<file path="config.mk">
export PLATFORM = sky130hd
export DESIGN_NAME = cpu_trace_probe_flat
export DESIGN_NICKNAME = d
export VERILOG_FILES = /design/src/rtl/cpu_trace_probe_if.sv /design/src/rtl/cpu_trace_probe.sv /design/src/flat_wrapper.sv
export SDC_FILE = /design/constraint.sdc
export NUM_CORES = 2
export LEC_CHECK = 0
export BUFFER_PORTS_ARGS = -buffer_cell sky130_fd_sc_hd__buf_2
export CAP_MARGIN = 5
export CORE_MARGIN = 3
export CORE_UTILIZATION = 65
export CTS_CLUSTER_DIAMETER = 40
export DETAILED_ROUTE_END_ITERATION = 12
export GPL_TIMING_DRIVEN = 0
export HOLD_SLACK_MARGIN = 0.08
export PLACE_DENSITY = 0.9
export SLEW_MARGIN = 20
export SYNTH_ARGS = -nofsm -noshare
export SYNTH_HDL_FRONTEND = slang
export SYNTH_SLANG_ARGS = --single-unit
export TNS_END_PERCENT = 50
</file>
<file path="constraint.sdc">
create_clock -name clock -period 16.45 [get_ports clock]
set_input_delay 0.8225 -clock clock [delete_from_list [all_inputs] [get_ports clock]]
set_output_delay 0.8225 -clock clock [all_outputs]
set_load 0.02 [all_outputs]
</file>
<file path="src/rtl/cpu_trace_probe_if.sv">
// Core commit bus observed by the trace probe: pc, instruction and write-back info, one beat per clock.
// The core side drives every field each cycle; the probe only samples.
interface cpu_trace_probe_if #(
    parameter int DATA_W = 32
);
    logic [DATA_W-1:0] pc;
    logic [DATA_W-1:0] instr;
    logic              reg_write;
    logic [4:0]        write_reg;
    logic [DATA_W-1:0] write_data;
    logic              mem_write;

    modport master (
        output pc, instr, reg_write, write_reg, write_data, mem_write
    );

    modport slave (
        input  pc, instr, reg_write, write_reg, write_data, mem_write
    );
endinterface

</file>
<file path="src/rtl/cpu_trace_probe.sv">
// Trace/halt monitor: circular capture of core commits with PC trigger, post-trigger window, halt detect, counters.
// Latency: one-cycle capture, zero-cycle combinational readback; no backpressure, the core is sampled every clock.
module cpu_trace_probe #(
    parameter int DATA_W    = 32,
    parameter int DEPTH     = 16,
    parameter int POST_CNT  = 8,
    parameter int HALT_IDLE = 8,
    parameter int CNT_W     = 32,
    localparam int IDX_W    = $clog2(DEPTH),
    localparam int WB_W     = DATA_W + 7
) (
    input  logic               clock,
    input  logic               reset_n,
    cpu_trace_probe_if.slave   commit,
    input  logic               arm,
    input  logic [DATA_W-1:0]  trig_pc,
    input  logic [IDX_W-1:0]   rd_idx,
    output logic [DATA_W-1:0]  rd_pc,
    output logic [DATA_W-1:0]  rd_instr,
    output logic [WB_W-1:0]    rd_wb,
    output logic [IDX_W:0]     count,
    output logic [CNT_W-1:0]   cycle_cnt,
    output logic [CNT_W-1:0]   retire_cnt,
    output logic               triggered,
    output logic               halted,
    output logic               done
);

    localparam int IDLE_W = $clog2(HALT_IDLE);
    localparam logic [IDX_W:0]    FULL      = (IDX_W+1)'(DEPTH);
    localparam logic [IDX_W-1:0]  POST_LAST = IDX_W'(POST_CNT > 0 ? POST_CNT - 1 : 0);
    localparam logic [IDLE_W-1:0] HALT_MARK = IDLE_W'(HALT_IDLE - 2);
    localparam logic [CNT_W-1:0]  CNT_MAX   = {CNT_W{1'b1}};

    typedef enum logic [1:0] {
        S_IDLE,
        S_ARMED,
        S_POST,
        S_DONE
    } state_t;

    state_t              state;
    logic [IDX_W-1:0]    wr_ptr;
    logic [IDX_W-1:0]    post_cnt;
    logic [IDLE_W-1:0]   idle_cnt;
    logic [DATA_W-1:0]   prev_pc;

    logic [DATA_W-1:0]   pc_mem    [DEPTH];
    logic [DATA_W-1:0]   instr_mem [DEPTH];
    logic [WB_W-1:0]     wb_mem    [DEPTH];

    logic                capturing;
    logic                arm_ok;
    logic                same_pc;
    logic                trig_hit;
    logic                halt_hit;
    logic [IDX_W-1:0]    oldest;
    logic [IDX_W-1:0]    rd_addr;

    assign capturing = (state == S_ARMED) || (state == S_POST);
    assign arm_ok    = arm && ((state == S_IDLE) || (state == S_DONE));
    assign same_pc   = (commit.pc == prev_pc);
    assign trig_hit  = (state == S_ARMED) && (commit.pc == trig_pc);
    // The repeat that lifts the idle run to HALT_IDLE-1 is the halting sample.
    assign halt_hit  = capturing && same_pc && (idle_cnt == HALT_MARK);

    always_ff @(posedge clock or negedge reset_n) begin
        if (!reset_n) begin
            state      <= S_IDLE;
            wr_ptr     <= '0;
            count      <= '0;
            cycle_cnt  <= '0;
            retire_cnt <= '0;
            post_cnt   <= '0;
            idle_cnt   <= '0;
            prev_pc    <= '0;
            triggered  <= 1'b0;
            halted     <= 1'b0;
            done       <= 1'b0;
        end else begin
            prev_pc <= commit.pc;
            if (arm_ok) begin
                state      <= S_ARMED;
                wr_ptr     <= '0;
                count      <= '0;
                cycle_cnt  <= '0;
                retire_cnt <= '0;
                post_cnt   <= '0;
                idle_cnt   <= '0;
                triggered  <= 1'b0;
                halted     <= 1'b0;
                done       <= 1'b0;
            end else if (capturing) begin
                wr_ptr <= wr_ptr + IDX_W'(1);
                if (count != FULL) begin
                    count <= count + (IDX_W+1)'(1);
                end
                if (cycle_cnt != CNT_MAX) begin
                    cycle_cnt <= cycle_cnt + CNT_W'(1);
                end
                if ((commit.reg_write || commit.mem_write) && (retire_cnt != CNT_MAX)) begin
                    retire_cnt <= retire_cnt + CNT_W'(1);
                end
                idle_cnt <= same_pc ? idle_cnt + IDLE_W'(1) : '0;
                if (trig_hit) begin
                    triggered <= 1'b1;
                end
                // Halt takes priority over a trigger landing on the same sample.
                if (halt_hit) begin
                    halted <= 1'b1;
                    state  <= S_DONE;
                    done   <= 1'b1;
                end else if (trig_hit) begin
                    post_cnt <= '0;
                    if (POST_CNT == 0) begin
                        state <= S_DONE;
                        done  <= 1'b1;
                    end else begin
                        state <= S_POST;
                    end
                end else if (state == S_POST) begin
                    if (post_cnt == POST_LAST) begin
                        state <= S_DONE;
                        done  <= 1'b1;
                    end else begin
                        post_cnt <= post_cnt + IDX_W'(1);
                    end
                end
            end
        end
    end

    // Buffer contents are don't-care after reset, so the storage carries no reset.
    always_ff @(posedge clock) begin
        if (capturing) begin
            pc_mem[wr_ptr]    <= commit.pc;
            instr_mem[wr_ptr] <= commit.instr;
            wb_mem[wr_ptr]    <= {commit.reg_write, commit.mem_write, commit.write_reg, commit.write_data};
        end
    end

    // Once the buffer has wrapped, the next slot to be overwritten holds the oldest entry.
    assign oldest   = count[IDX_W] ? wr_ptr : '0;
    assign rd_addr  = oldest + rd_idx;
    assign rd_pc    = pc_mem[rd_addr];
    assign rd_instr = instr_mem[rd_addr];
    assign rd_wb    = wb_mem[rd_addr];

endmodule

</file>
<file path="src/flat_wrapper.sv">
// flat-port wrapper written by rule: the top's interface ports become plain ports
module cpu_trace_probe_flat 
#(
    parameter int DATA_W    = 32,
    parameter int DEPTH     = 16,
    parameter int POST_CNT  = 8,
    parameter int HALT_IDLE = 8,
    parameter int CNT_W     = 32,
    localparam int IDX_W    = $clog2(DEPTH),
    localparam int WB_W     = DATA_W + 7
)
  (clock, reset_n, arm, trig_pc, rd_idx, rd_pc, rd_instr, rd_wb, count, cycle_cnt, retire_cnt, triggered, halted, done, commit_pc, commit_instr, commit_reg_write, commit_write_reg, commit_write_data, commit_mem_write);
  cpu_trace_probe_if #(.DATA_W(DATA_W)) commit_i ();
  input  logic clock;
  input  logic reset_n;
  input  logic arm;
  input  logic [DATA_W-1:0] trig_pc;
  input  logic [IDX_W-1:0] rd_idx;
  output logic [DATA_W-1:0] rd_pc;
  output logic [DATA_W-1:0] rd_instr;
  output logic [WB_W-1:0] rd_wb;
  output logic [IDX_W:0] count;
  output logic [CNT_W-1:0] cycle_cnt;
  output logic [CNT_W-1:0] retire_cnt;
  output logic triggered;
  output logic halted;
  output logic done;
  input wire logic [$bits(commit_i.pc)-1:0] commit_pc;
  input wire logic [$bits(commit_i.instr)-1:0] commit_instr;
  input wire logic [$bits(commit_i.reg_write)-1:0] commit_reg_write;
  input wire logic [$bits(commit_i.write_reg)-1:0] commit_write_reg;
  input wire logic [$bits(commit_i.write_data)-1:0] commit_write_data;
  input wire logic [$bits(commit_i.mem_write)-1:0] commit_mem_write;
  assign commit_i.pc = commit_pc;
  assign commit_i.instr = commit_instr;
  assign commit_i.reg_write = commit_reg_write;
  assign commit_i.write_reg = commit_write_reg;
  assign commit_i.write_data = commit_write_data;
  assign commit_i.mem_write = commit_mem_write;
  cpu_trace_probe #(.DATA_W(DATA_W), .DEPTH(DEPTH), .POST_CNT(POST_CNT), .HALT_IDLE(HALT_IDLE), .CNT_W(CNT_W)) u_core (.clock(clock), .reset_n(reset_n), .commit(commit_i), .arm(arm), .trig_pc(trig_pc), .rd_idx(rd_idx), .rd_pc(rd_pc), .rd_instr(rd_instr), .rd_wb(rd_wb), .count(count), .cycle_cnt(cycle_cnt), .retire_cnt(retire_cnt), .triggered(triggered), .halted(halted), .done(done));
endmodule
</file>
# [Word-level counts from Yosys, hierarchy flattened]
# Memory sizes are Yosys's and may differ from the RTL's.
# Index checks and enable logic that the tools add are counted.
[totals] input_bits=142 regBits=117 wordCells=103 output_inout_bits=175 ram_bits=1648 n_memories=3
[mem_list] name="u_core.wb_mem" depth=16 word_bits=39 read_ports=1 rd_ports_with_merged_regs=0 write_ports=1 line="cpu_trace_probe.sv:50" rtl="logic [WB_W-1:0] wb_mem [DEPTH];"
[mem_list] name="u_core.instr_mem" depth=16 word_bits=32 read_ports=1 rd_ports_with_merged_regs=0 write_ports=1 line="cpu_trace_probe.sv:49" rtl="logic [DATA_W-1:0] instr_mem [DEPTH];"
[mem_list] name="u_core.pc_mem" depth=16 word_bits=32 read_ports=1 rd_ports_with_merged_regs=0 write_ports=1 line="cpu_trace_probe.sv:48" rtl="logic [DATA_W-1:0] pc_mem [DEPTH];"
[op_classes] n_reduce_logical=28 eq_ne=13 muxes=41 add_sub_neg=7
[op_table] operator="32-bit two-way mux" n=6
[op_table] operator="32-bit by 1-bit adder with 32-bit output, second input constant" n=2
[op_table] operator="32-bit equality test" n=2
[op_table] operator="32-bit != test, second input constant" n=2
[op_table] operator="4-bit two-way mux" n=9
[op_table] operator="5-bit two-way mux" n=3
[op_table] operator="1-bit two-way mux" n=14
[op_table] operator="2-bit two-way mux" n=6
[op_table] operator="2-bit nonzero test" n=6
[op_table] operator="2-bit AND reduction" n=5
[op_table] operator="3-bit two-way mux" n=3
[op_table] operator="3-bit nonzero test" n=3
[op_table] operator="4-bit by 1-bit adder with 4-bit output, second input constant" n=2
[op_table] operator="4-bit AND reduction" n=2
[op_table] operator="4-bit nonzero test" n=2
[op_table] operator="5-bit by 1-bit adder with 5-bit output, second input constant" n=1
[op_table] operator="1-bit logical AND" n=5
[op_table] operator="5-bit != test, second input constant" n=1
[op_table] operator="4-bit adder" n=1
[op_table] operator="2-bit equality test, second input constant" n=2
[op_table] operator="4-bit by 3-bit equality test with 1-bit output, second input constant" n=1
[op_table] operator="3-bit by 1-bit adder with 3-bit output, second input constant" n=1
[op_table] operator="3-bit equality test, second input constant" n=1
[op_table] operator="1-bit logical OR" n=3
[op_table] operator="other kinds (6)" n=6

# [Longest topological paths before layout]
[depth] ltp_word=7 depth_mapped=12 depth_no_buf=9

# [Least setup slack after synthesis]
# Ideal clock, no wire load.
[synth_path] path_kind="register to register" from="reg u_core.state[0]" to="mem u_core.instr_mem[3][0] (enable)" slack_ns=7.080 stages_incl_launch_ff=6 t_arrival_ns=8.658 setup_time_ns=0.712 t_required_ns=15.738 cell_sequence="dfrtp_1 > inv_1 > ha_1 > buf_1 > nor2b_1 > nor3b_1"
[synth_via] elab_chain_len=4 word_cells_on_any_way=5 classes_between="eq/ne: 2; mux: 2; reduce/logical: 1"
[synth_lines] item="from (decl)" line="cpu_trace_probe.sv:42" rtl="state_t state;"
[synth_lines] item="from (signal assigned)" line="cpu_trace_probe.sv:69" rtl="state <= S_IDLE;"
[synth_lines] item="from (signal assigned)" line="cpu_trace_probe.sv:83" rtl="state <= S_ARMED;"
[synth_lines] item="from (signal assigned)" line="cpu_trace_probe.sv:111" rtl="state <= S_DONE;"
[synth_lines] item="2-bit by 1-bit equality test with 1-bit output / 2-bit equality test (equally long branches)" line="cpu_trace_probe.sv:60" rtl="assign capturing = (state == S_ARMED) || (state == S_POST);"
[synth_lines] item="1-bit logical OR *" line="cpu_trace_probe.sv:60"
[synth_lines] item="1-bit two-way mux *" line="cpu_trace_probe.sv:135" rtl="if (capturing) begin"
[synth_lines] item="1-bit two-way mux (implied by the code) *" line="cpu_trace_probe.sv:137" rtl="instr_mem[wr_ptr] <= commit.instr;"
[synth_lines] item="to (decl)" line="cpu_trace_probe.sv:49"
# Every way passes the cells marked *; elsewhere a longest branch is shown, timed or not.

# [Final worst setup path]
[layout_path] from="reg u_core.count[4]" to="out rd_wb[27]"
[layout_via] elab_chain_len=3
[layout_lines] item="from (decl)" line="cpu_trace_probe.sv:21" rtl="output logic [IDX_W:0] count,"
[layout_lines] item="from (signal assigned)" line="cpu_trace_probe.sv:96" rtl="count <= count + (IDX_W+1)'(1);"
[layout_lines] item="4-bit two-way mux" line="cpu_trace_probe.sv:143" rtl="assign oldest = count[IDX_W] ? wr_ptr : '0;"
[layout_lines] item="4-bit adder" line="cpu_trace_probe.sv:144" rtl="assign rd_addr = oldest + rd_idx;"
[layout_lines] item="memory 16 x 39 bit"
[layout_lines] item="to (decl)" line="flat_wrapper.sv:21" rtl="output logic [WB_W-1:0] rd_wb;"
# Every way passes these cells.

==> qor.log <==
[sta] worst hold margin 344 ps
[sta] f_max 0.138 GHz
[route] ratio of routed vias to standard cells 7.32
[cts] clock-pin slew on the worst setup and hold paths 60 ps
[sta] minimum clock period 7240 ps
[power] leakage power summed over all cells 26.9 nW
[logic_synthesis] number of register bits inferred by synthesis 1765
[die] vertical die dimension 331 um
[route] post-route antenna net violation count 0
[die] Ports 317
[placed_design] Area after DPL 73100 sq um
[placed_design] routability congestion estimate from global placement 0.909
[critical_path] CP max stage cell sky130_fd_sc_hd__clkbuf_1
[critical_path] delay contributed by the slowest stage of the critical path 820 ps
[logic_synthesis] fraction of post-synthesis cell area in the top cell type by area 0.722
[cts] clock tree buffer depth 3
[power] Tot Pwr 11.5 mW
[logic_synthesis] Warnings, synthesis 0
[critical_path] CP required 15630 ps
[logic_synthesis] area of the mapped netlist 68600 sq um
[logic_synthesis] number of nets in the synthesized netlist 3639
[global_route] GRT Util Overall 0.381
[die] total number of placement rows 118
[cts] CTS tree built
[die] initial core utilization 0.659
[cts] Sink Count 1765
[global_route] first-pass GRT wire length 291000 um
[cells_and_area] count of placed standard cells in the final layout, fillers left out 5589
[placed_design] pre-CTS setup slack 9820 ps
[global_route] via count of the first global-routing pass 41.2k
[critical_path] arrival time worst endpoint 6410 ps
[global_route] antenna violations before repair 24
[power] net switching power 3.19 mW
[power] combinational power share 0.152
[cells_and_area] most common cell after layout, fill and taps aside sky130_fd_sc_hd__edfxtp_1
[cells_and_area] share of final-layout standard cells stronger than drive strength 1 0.275
[cts] H-tree levels 4
[logic_synthesis] number of distinct library cells after synthesis 60
[logic_synthesis] largest cells by area after synthesis sky130_fd_sc_hd__edfxtp_1, sky130_fd_sc_hd__mux4_2, sky130_fd_sc_hd__dfrtp_1, sky130_fd_sc_hd__nand2_1, sky130_fd_sc_hd__and3_1
[logic_synthesis] Most used DFF post-synth sky130_fd_sc_hd__edfxtp_1
[cells_and_area] highest-count cells in the layout ignoring fill and taps sky130_fd_sc_hd__edfxtp_1, sky130_fd_sc_hd__nand2_1, sky130_fd_sc_hd__mux4_2
[critical_path] Worst setup SP type register
[run] number of maximum-capacitance violations 0
[power] sequential power share 0.488
[route] Routed Wire Length 206000 um
[global_route] maximum number of pins on one net before global-route repair 82
[placed_design] DP Cell Count 5233
[logic_synthesis] number of flops mapped to enable cells by yosys 1648
[cts] clk_lat worst skew 800 ps
[sta] final worst-path cycle share 0.440
[logic_synthesis] Mapped Avg Cell Area 19.7 sq um
[power] Clock Power Share 0.360
[critical_path] critical path, cell by cell clkbuf_1 > and2_1 > ha_1 > inv_1 > fa_1 > clkbuf_1 > clkbuf_2 > clkbuf_2 > clkbuf_1 > mux4_2 > nand2_1 > a31oi_1 > buf_2
[global_route] aggregate global routing overflow 0
[power] net switching share of the total power 0.276
[hold_path] path category of the worst min-delay check primary input to register
[logic_synthesis] most area-hungry cell type in the Yosys netlist sky130_fd_sc_hd__edfxtp_1
[power] cell-internal power 8.36 mW
[critical_path] Crit Path Category register to primary output
[sta] Tightest Pin Transition 1130 ps
[logic_synthesis] share of flip-flops with an asynchronous set or reset 0.0663
[sta] final slew viol count 0
[cells_and_area] Final #Nets 4194
[route] count of TritonRoute iterations in the first routing pass 8
[sta] post-route clock skew 23.1 ps
[die] Die X-Extent 331 um
[route] total number of vias 40.9k
[sta] Max-Slew Margin vs Limit 0.249
[critical_path] cell class contributing the biggest share of worst-path delay buffers and inverters
[route] Remaining DRCs 0
[placed_design] number of I/O port buffers 316
[critical_path] largest driver fanout on the critical path 10
[logic_synthesis] post-synthesis sequential area ratio 0.764
[critical_path] most common cell type on the critical path sky130_fd_sc_hd__clkbuf_1
[cells_and_area] Synth-to-Final Area Change 15.3%
[placed_design] detailed placement HPWL 111000 um
[sta] Setup TNS 0 ps
[sta] final setup vio count 0
[cts] Post-CTS Setup Inserts 0
[die] full die area 109000 sq um
[die] placeable core area 104000 sq um
[cts] Num CTS Buffers 179
[sta] setup ws final 9210 ps
[cells_and_area] core utilization of the finished layout 0.760
[power] worst vdd ir 145 uV
[route] Detailed Route Iter0 Violations 7297
[sta] setup repair after global routing missed its margin no
[cts] root buffer selected by CTS sky130_fd_sc_hd__clkbuf_16
[route] Routed WL per cell 36.9 um
[sta] number of failing hold endpoints at the final stage 0
[critical_path] sum of buffers and inverters on the critical path 7
[cells_and_area] final standard cell area without fillers 79100 sq um
[run_status] result of the run finished, final reports clean
[power] Pwr Density 146 nW/um^2
[logic_synthesis] cell count after synthesis 3480
[critical_path] critical path endpoint category primary output
-- cells by family (layout without fill, tap and decap cells) --
| family | Yosys count | in the layout | share of synthesized area |
|---|---|---|---|
| adder cells (fa/ha/maj) | 17 | 17 | 0.00321 |
| other | 0 | 21 | 0 |
| buffers and inverters | 208 | 916 | 0.0123 |
| AND/OR/NAND/NOR | 792 | 792 | 0.0532 |
| multiplexers | 417 | 417 | 0.136 |
| XOR/XNOR | 117 | 117 | 0.0149 |
| flip-flops | 1765 | 1765 | 0.764 |
| AO/OA/AOI/OAI | 164 | 164 | 0.0158 |
-- flip-flops by register name (all words and copies together) (netlist names) --
name               count
u_core.count           5
u_core.cycle_cnt      32
u_core.done            1
u_core.halted          1
u_core.idle_cnt        3
u_core.instr_mem     512
u_core.pc_mem        512
u_core.post_cnt        4
u_core.prev_pc        32
u_core.retire_cnt     32
u_core.state           2
u_core.triggered       1
u_core.wb_mem        624
u_core.wr_ptr          4
-- path summary, 6_finish.rpt --
path	startpoint	endpoint	slack, ps	cells past startpoint
hold / removal	arm	u_core.done	340	2
min in group asynchronous	reset_n	u_core.cycle_cnt[18]	510	2
hold reg to reg	u_core.halted	u_core.halted	500	2
max in group asynchronous	reset_n	u_core.retire_cnt[4]	15210	3
setup reg to reg	u_core.state[0]	u_core.instr_mem[3][19]	12800	10
setup / recovery	u_core.count[4]	rd_wb[27]	9210	13
-- Yosys cell counts (28+ instances only) --
| cell type | n |
|---|---|
| sky130_fd_sc_hd__a31oi_1 | 105 |
| sky130_fd_sc_hd__and3_1 | 117 |
| sky130_fd_sc_hd__buf_2 | 45 |
| sky130_fd_sc_hd__clkbuf_1 | 126 |
| sky130_fd_sc_hd__dfrtp_1 | 117 |
| sky130_fd_sc_hd__edfxtp_1 | 1648 |
| sky130_fd_sc_hd__inv_1 | 28 |
| sky130_fd_sc_hd__mux4_2 | 412 |
| sky130_fd_sc_hd__nand2_1 | 459 |
| sky130_fd_sc_hd__nand3_1 | 33 |
| sky130_fd_sc_hd__nor2_1 | 79 |
| sky130_fd_sc_hd__xnor2_1 | 74 |
| sky130_fd_sc_hd__xor2_1 | 43 |
-- cell type report --
type                       count  area, sq um
buffer                       180          749
sequential                  1765        52400
clock buffer                 214         4730
tap                         1380         1730
inverter                      28          105
antenna                       21         52.6
fill                        5007        25000
multi-input combinational   1507        15400
clock inverter               120         1170
timing repair buffer         374         2730
-- power groups by stage --
stage          Combinational, mW  Clock, mW  Sequential, mW
6_report                    1.75       4.16            5.63
5_1_grt                     1.81       4.31            5.65
4_1_cts                     1.72       4.14            5.62
3_5_place_dp                1.66          0            5.67
3_3_place_gp                1.48          0            5.76
2_1_floorplan              0.919          0            5.69
-- what timing repair did --
item / in CTS / in global routing
endpoints found under the setup margin: 0 / 0
hold endpoints to repair: 36 / 0
hold buffers: 1 / 0
resized for setup: 0 / 0
-- layer usage --
metal	wire length (um)	share of wire	GRT usage	up-vias
met5	60	0.00029	0	-
met4	13000	0.063	0.221	8
met3	30300	0.15	0.111	860
met2	99000	0.48	0.589	4591
met1	63700	0.31	0.492	20309
li1	-	-	-	15127
(Power assumes the default switching activity.)
